<file path="src/rtl/regfile_pkg.sv">
// Shared constants and FSM state type for the integer register file.
// Optional macro REGFILE_BYPASS_EN is consumed by regfile_core.
package regfile_pkg;

  localparam int ADDR_WIDTH = 5;
  localparam int REG_DATA_W = 32;
  localparam int RF_DEPTH   = 1 << ADDR_WIDTH;

  typedef enum logic {
    IDLE  = 1'b0,
    CLEAR = 1'b1
  } rf_state_e;

endpackage

</file>
<file path="src/rtl/regfile_clr_fsm.sv">
// Bulk-clear sequencer: walks indices 1..DEPTH-1 once per request
// and back-pressures the write port while it runs.
module regfile_clr_fsm
  import regfile_pkg::*;
(
  input  logic                  i_clk,
  input  logic                  i_ares,
  input  logic                  i_clr_req,
  output logic                  o_wready,
  output logic                  o_clr_busy,
  output logic                  o_clr_done,
  output logic                  o_clr_we,
  output logic [ADDR_WIDTH-1:0] o_clr_idx
);

  localparam logic [ADDR_WIDTH-1:0] IDX_ONE  = ADDR_WIDTH'(1);
  localparam logic [ADDR_WIDTH-1:0] IDX_LAST = '1;

  rf_state_e             r_state;
  logic [ADDR_WIDTH-1:0] r_idx;
  logic                  r_busy;
  logic                  r_wready;
  logic                  r_done;
  logic [ADDR_WIDTH-1:0] w_idx_nxt;

  assign w_idx_nxt = r_idx + IDX_ONE;

  always_ff @(posedge i_clk or negedge i_ares) begin
    if (!i_ares) begin
      r_state  <= IDLE;
      r_idx    <= IDX_ONE;
      r_busy   <= 1'b0;
      r_wready <= 1'b1;
      r_done   <= 1'b0;
    end else begin
      unique case (r_state)
        IDLE: begin
          if (i_clr_req) begin
            r_state  <= CLEAR;
            r_idx    <= IDX_ONE;
            r_busy   <= 1'b1;
            r_wready <= 1'b0;
            r_done   <= (IDX_ONE == IDX_LAST);
          end
        end
        CLEAR: begin
          // final increment wraps to 0 and is never used as a target
          r_idx <= w_idx_nxt;
          if (r_idx == IDX_LAST) begin
            r_state  <= IDLE;
            r_busy   <= 1'b0;
            r_wready <= 1'b1;
            r_done   <= 1'b0;
          end else begin
            r_done <= (w_idx_nxt == IDX_LAST);
          end
        end
      endcase
    end
  end

  assign o_wready   = r_wready;
  assign o_clr_busy = r_busy;
  assign o_clr_done = r_done;
  assign o_clr_we   = r_busy;
  assign o_clr_idx  = r_idx;

endmodule

</file>
<file path="src/rtl/regfile_core.sv">
// 2R1W register file, entry 0 hardwired to zero, with bulk clear.
// Define REGFILE_BYPASS_EN for same-cycle write-to-read forwarding.
module regfile_core
  import regfile_pkg::*;
(
  input  logic                  clk,
  input  logic                  ares,
  input  logic [ADDR_WIDTH-1:0] waddr,
  input  logic [REG_DATA_W-1:0] wdata,
  input  logic                  wen,
  output logic                  wready,
  input  logic [ADDR_WIDTH-1:0] raddr1,
  input  logic [ADDR_WIDTH-1:0] raddr2,
  output logic [REG_DATA_W-1:0] rdata1,
  output logic [REG_DATA_W-1:0] rdata2,
  input  logic                  clr_req,
  output logic                  clr_busy,
  output logic                  clr_done
);

  logic [REG_DATA_W-1:0] r_mem [RF_DEPTH];
  logic                  w_wready;
  logic                  w_clr_we;
  logic [ADDR_WIDTH-1:0] w_clr_idx;
  logic                  w_wr_en;

  regfile_clr_fsm u_clr_fsm (
    .i_clk      (clk),
    .i_ares     (ares),
    .i_clr_req  (clr_req),
    .o_wready   (w_wready),
    .o_clr_busy (clr_busy),
    .o_clr_done (clr_done),
    .o_clr_we   (w_clr_we),
    .o_clr_idx  (w_clr_idx)
  );

  assign wready  = w_wready;
  assign w_wr_en = wen & w_wready & (waddr != '0);

  always_ff @(posedge clk or negedge ares) begin
    if (!ares) begin
      for (int i = 0; i < RF_DEPTH; i++) begin
        r_mem[i] <= '0;
      end
    end else if (w_clr_we) begin
      r_mem[w_clr_idx] <= '0;
    end else if (w_wr_en) begin
      r_mem[waddr] <= wdata;
    end
  end

  always_comb begin
    rdata1 = '0;
    rdata2 = '0;
    if (raddr1 != '0) rdata1 = r_mem[raddr1];
    if (raddr2 != '0) rdata2 = r_mem[raddr2];
`ifdef REGFILE_BYPASS_EN
    if (w_wr_en && (waddr == raddr1)) rdata1 = wdata;
    if (w_wr_en && (waddr == raddr2)) rdata2 = wdata;
`endif
  end

endmodule

</file>
<file path="config.mk">
export PLATFORM = sky130hd
export DESIGN_NAME = regfile_core
export DESIGN_NICKNAME = d
export VERILOG_FILES = /design/src/rtl/regfile_pkg.sv /design/src/rtl/regfile_clr_fsm.sv /design/src/rtl/regfile_core.sv
export SDC_FILE = /design/constraint.sdc
export NUM_CORES = 2
export LEC_CHECK = 0
export CORE_UTILIZATION = 68
export DETAILED_ROUTE_END_ITERATION = 7
export PLACE_DENSITY = 0.93
export SLEW_MARGIN = 20
export SYNTH_ARGS = -nofsm -noshare
export SYNTH_HDL_FRONTEND = slang
export SYNTH_SLANG_ARGS = --single-unit
</file>
<file path="constraint.sdc">
create_clock -name clk -period 3.85 [get_ports clk]
set_clock_uncertainty 0.2 [all_clocks]
set_input_delay 0.77 -clock clk [delete_from_list [all_inputs] [get_ports clk]]
set_output_delay 0.77 -clock clk [all_outputs]
set_load 0.05 [all_outputs]
</file>
==> results of run 1 <==
## through the flow
step	util [%]	hold slack, ns	setup WS (ns)	instance area, sq um	TNS [ns]
3_3_place_gp	76.4	0.267	-0.0479	59100	-0.0691
3_5_place_dp	76.5	0.267	-0.125	59200	-0.612
4_1_cts	81.7	0.302	-0.0886	63200	-0.421
2_1_floorplan	-	0.267	0.133	53500	0
## cell families after synthesis
group / after synthesis
adder cells (fa/ha/maj): 6
multiplexers: 640
AND/OR/NAND/NOR: 213
AO/OA/AOI/OAI: 1406
flip-flops: 1033
XOR/XNOR: 2
buffers and inverters: 509
## what timing repair did
action | 4_1_cts
hold buffers | 1
gates resized for setup | 48
endpoints found under the hold margin | 51
setup endpoints to repair | 30
pin swaps | 9
cloned | 3
==> flow_metrics.env, run 1 <==
export IMPL_status="stopped before the end"
export IMPL_stop_stage="global routing (5_1_grt)"
export IMPL_stop_error="[ERROR GRT-0183] Net _1427_: the 3D maze router ran out of legal paths (heap underflow) - the net is boxed in by local congestion or blockages."
export IMPL_cts_buffer_depth=3
export IMPL_ys_top_cells_by_count="1031 x dfrtp_1, 992 x a22o_1, 448 x mux4_2, 342 x clkbuf_1, 148 x buf_2"
export IMPL_synth_edf_count=0
export IMPL_start_util_pct=68.7
export IMPL_synth_xor_xnor_area_share_pct=0.0330
export IMPL_syn_area_sq_um=53100
export IMPL_cts_buffers=101
export IMPL_synth_top_area_share_pct=48.5
export IMPL_cts_htree_levels=3
export IMPL_syn_nets=3866
export IMPL_clock_sinks=1033
export IMPL_yosysMostFrequentCell="dfrtp_1"
export IMPL_rows=102
export IMPL_yosys_top_cells_area="dfrtp_1 49%, mux4_2 19%, a22o_1 16%"
export IMPL_ys_ff_latch=1033
export IMPL_die_w_microns=282
export IMPL_synthAdderAreaFrac_pct=0.141
export IMPL_syn_inst=3809
export IMPL_yosysTopAreaCell="dfrtp_1"
export IMPL_clockRootBuffer="clkbuf_16"
export IMPL_synth_ff_type="dfrtp_1"
export IMPL_synth_top_family_by_area="multiplexers"
export IMPL_async_flop_share_pct=100
export IMPL_dp_hpwl_microns=127000
export IMPL_yosys_area_share_simple_pct=2.61
export IMPL_seq_area_frac_synth_pct=48.6
export IMPL_synth_distinct_cells=48
export IMPL_post_cts_buffers=0
export IMPL_synth_compound_area_share_pct=21.8
export IMPL_die_h_microns=282
export IMPL_grt_max_degree=128
export IMPL_io_pins=118
export IMPL_synth_mux_area_share_pct=22.8
export IMPL_syn_area_per_cell_sq_um=14.0
export IMPL_placed_cells=4864
export IMPL_yosysWarnings=0
export IMPL_port_buffers=117
export IMPL_routabilityCongestion=1.02
==> run 2: changes to the inputs <==
CORE_UTILIZATION = 40   (was 68)
PLACE_DENSITY = default   (was 0.93)
PLACE_DENSITY_LB_ADDON = 0.15   (was default)
==> run 2 against run 1 <==
Against the previous run: the flow now finishes, with violations (negative setup slack); synthesized cell count unchanged; area after synthesis unchanged.
==> flow_metrics.env, run 2 <==
export IMPL_status="finished with violations"
export IMPL_failed_checks="negative setup slack"
export IMPL_r2r_start="u_clr_fsm.o_clr_idx[0]$_DFFE_PN1P_"
export IMPL_crit_cells=8
export IMPL_die_h_microns=366
export IMPL_rows=133
export IMPL_drc=0
export IMPL_die_w_microns=366
export IMPL_switching_share_pct=32.1
export IMPL_crit_buf_inv=4
export IMPL_placed_cells=5607
export IMPL_slew_headroom_pct=19.4
export IMPL_port_buffers=117
export IMPL_finalCritPeriodShare_pct=100
export IMPL_seq_area_frac_synth_pct=48.6
export IMPL_totalWireLength_microns=224000
export IMPL_drt_iter0_drc=5292
export IMPL_dieArea_sq_um=134000
export IMPL_seqPwrFrac_pct=41.8
export IMPL_syn_inst=3809
export IMPL_overflow=0
export IMPL_yosysMostFrequentCell="dfrtp_1"
export IMPL_yosys_top_cells_area="dfrtp_1 49%, mux4_2 19%, a22o_1 16%"
export IMPL_nets=4032
export IMPL_clockRootBuffer="clkbuf_16"
export IMPL_dp_hpwl_microns=135000
export IMPL_slew_violations=0
export IMPL_worst_hold_path_type="flop to flop"
export IMPL_yosysTopAreaCell="dfrtp_1"
export IMPL_maxCapViolations=0
export IMPL_io_pins=118
export IMPL_endpoint_kind="output pin"
export IMPL_cts_tree="done"
export IMPL_reg2reg_slack_ns=0.78
export IMPL_async_flop_share_pct=100
export IMPL_num_vias=41444
export IMPL_viasPerCell=7.11
export IMPL_syn_nets=3866
export IMPL_regToRegEndpoint="r_mem[171]$_DFFE_PN0P_"
export IMPL_final_common_cell="dfrtp_1"
export IMPL_use_met3_pct=8.18
export IMPL_worstSetupPathType="primary input to output pin"
export IMPL_crit_end="rdata2[19]"
export IMPL_ys_top_cells_by_count="1031 x dfrtp_1, 992 x a22o_1, 448 x mux4_2, 342 x clkbuf_1, 148 x buf_2"
export IMPL_cp_slowest_cell="or4_2"
export IMPL_grt_busiest_layer="met2"
export IMPL_syn_area_per_cell_sq_um=14.0
export IMPL_cts_htree_levels=3
export IMPL_clock_sinks=1033
export IMPL_p_comb_share_pct=30.8
export IMPL_timing_final_ws_setup_ns=-0.00636
export IMPL_synth_ff_type="dfrtp_1"
export IMPL_min_period_ns=3.86
export IMPL_syn_area_sq_um=53100
export IMPL_grt_pass1_vias=41614
export IMPL_drive_gt1_share_pct=33.8
export IMPL_clock_latency_ns=0.76
export IMPL_grt_use_met2_pct=48.9
export IMPL_cts_buffers=116
export IMPL_tightest_slew_ns=1.20
export IMPL_antenna_left=0
export IMPL_antenna_found_initial=4
export IMPL_irDropWorstVdd_mv=0.411
export IMPL_layout_common_cells="1031 x dfrtp_1, 992 x a22o_1, 448 x mux4_2"
export IMPL_fin_hold_ws_ns=0.303
export IMPL_path_clk_slew_ns=0.07
export IMPL_cts_buffer_depth=3
export IMPL_cp_cell_sequence="buf_2 > or2_2 > or4_2 > buf_4 > o21ai_1 > a311oi_4 > buf_4 > buf_12"
export IMPL_top_register="r_mem"
export IMPL_p_clk_share_pct=27.4
export IMPL_slowest_delay_ns=0.69
export IMPL_start_kind="primary input"
export IMPL_grt_max_degree=139
export IMPL_design_core_area_sq_um=132000
export IMPL_clock_fmax_ghz=0.259
export IMPL_powerDensity_nw_per_um2=674
export IMPL_synth_top_area_share_pct=48.5
export IMPL_track_usage_pct=33.1
export IMPL_reg2regPathDepth=6
export IMPL_fin_util_pct=49.4
export IMPL_routabilityCongestion=0.862
export IMPL_yosysWarnings=0
export IMPL_power_total_mw=43.8
export IMPL_place_ws_ns=-0.164
export IMPL_setup_viol=1
export IMPL_critPathMostFrequentCell="buf_4"
export IMPL_grt_pass1_wl_microns=321000
export IMPL_path_delay_family="simple AND/OR/NAND/NOR gates"
export IMPL_synth_edf_count=0
export IMPL_crit_start="raddr2[3]"
export IMPL_p_int_mw=29.7
export IMPL_synth_distinct_cells=48
export IMPL_nFillCells=11179
export IMPL_worstPathRequired_ns=2.88
export IMPL_p_leak_nw=28.7
export IMPL_crit_fanout=7
export IMPL_p_sw_mw=14.0
export IMPL_dr_pass1_iters=6
export IMPL_gr_usage_met1_pct=46.7
export IMPL_finalHoldViolations=0
export IMPL_crit_arrival_ns=2.89
export IMPL_wl_per_cell_microns=38.4
export IMPL_layoutNonFillerInstCount=5826
export IMPL_rsz0062_at_grt="false"
export IMPL_largest_reg_flops=1024
export IMPL_ys_ff_latch=1033
export IMPL_start_util_pct=40.4
export IMPL_syn_to_final_growth_pct=22.4
-- run 2: kinds of logic (layout without fill, tap and decap cells) --
| logic type | count (synthesis) | after routing | synth area share (%) |
|---|---|---|---|
| other | 0 | 2 | 0 |
| XOR/XNOR | 2 | 2 | 0.0330 |
| multiplexers | 640 | 640 | 22.8 |
| AO/OA/AOI/OAI | 1406 | 1406 | 21.8 |
| buffers and inverters | 509 | 767 | 3.99 |
| flip-flops | 1033 | 1033 | 48.6 |
| AND/OR/NAND/NOR | 213 | 215 | 2.61 |
| adder cells (fa/ha/maj) | 6 | 6 | 0.141 |
-- run 2: area by class of cell --
cell class / count / area (sq um) / share of cell area (%)
multi-input combinational: 2269 / 26300 / 40.5
tap: 1755 / 2200 / 3.38
clock buffer: 180 / 3580 / 5.50
inverter: 7 / 31.3 / 0.0481
timing repair buffer: 548 / 6500 / 10.0
sequential: 1033 / 25900 / 39.8
antenna: 2 / 5.00 / 0.00770
clock inverter: 32 / 529 / 0.814
-- run 2: how the worst min path moves through the flow --
stage,depth (start not counted),to,slack (ns),startpoint
after floorplan,0,r_mem[0]$_DFFE_PN0P_,0.27,ares
after global placement,1,r_mem[999]$_DFFE_PN0P_,0.29,r_mem[999]$_DFFE_PN0P_
after detailed placement,2,u_clr_fsm.o_clr_done$_DFFE_PN0P_,0.29,u_clr_fsm.o_clr_done$_DFFE_PN0P_
after CTS,2,r_mem[800]$_DFFE_PN0P_,0.30,ares
after global routing,1,r_mem[5]$_DFFE_PN0P_,0.33,r_mem[5]$_DFFE_PN0P_
final,2,u_clr_fsm.o_clr_done$_DFFE_PN0P_,0.30,u_clr_fsm.o_clr_done$_DFFE_PN0P_
-- run 2: worst reg2reg max path, delay by kind of cell, from the launching register on --
| family | cells | cell delay [ns] |
|---|---|---|
| AO/OA/AOI/OAI | 2 | 1.05 |
| adder cells (fa/ha/maj) | 1 | 0.40 |
| buffers and inverters | 2 | 0.41 |
| flip-flops | 1 | 0.59 |
| AND/OR/NAND/NOR | 1 | 0.38 |
-- run 2: power by group through the flow --
stage	Combinational (mW)	Clock [mW]	Sequential (mW)
floorplan	9.20	0	17.0
global placement	13.1	0	18.1
detailed placement	13.3	0	18.1
CTS	13.4	12.1	18.1
global route	14.2	12.6	18.7
finish	13.5	12.0	18.3
-- run 2: per-layer routing --
layer  routed length, microns  part of all wire [%]
met4                     8980                   4.0
met2                   100000                    45
met1                    91800                    41
met5                       46                 0.021
met3                    23000                    10
-- run 2: per-stage QoR --
stage | area (sq um) | TNS [ns]
after floorplan | 53500 | 0
after global placement | 60600 | -1.67
after detailed placement | 60600 | -1.76
after CTS | 64900 | -0.0240
after global routing | 65000 | 0
final | 65000 | -0.00636
-- run 2: timing repair --
action	4_1_cts	5_1_grt
resized for setup	24	34
hold endpoints to repair	20	0
cloned	3	1
setup endpoints to repair	34	45
hold buffers	1	0
pin swaps	2	2
buffers inserted	0	0
Note: power is estimated with default switching activity, not from simulation.
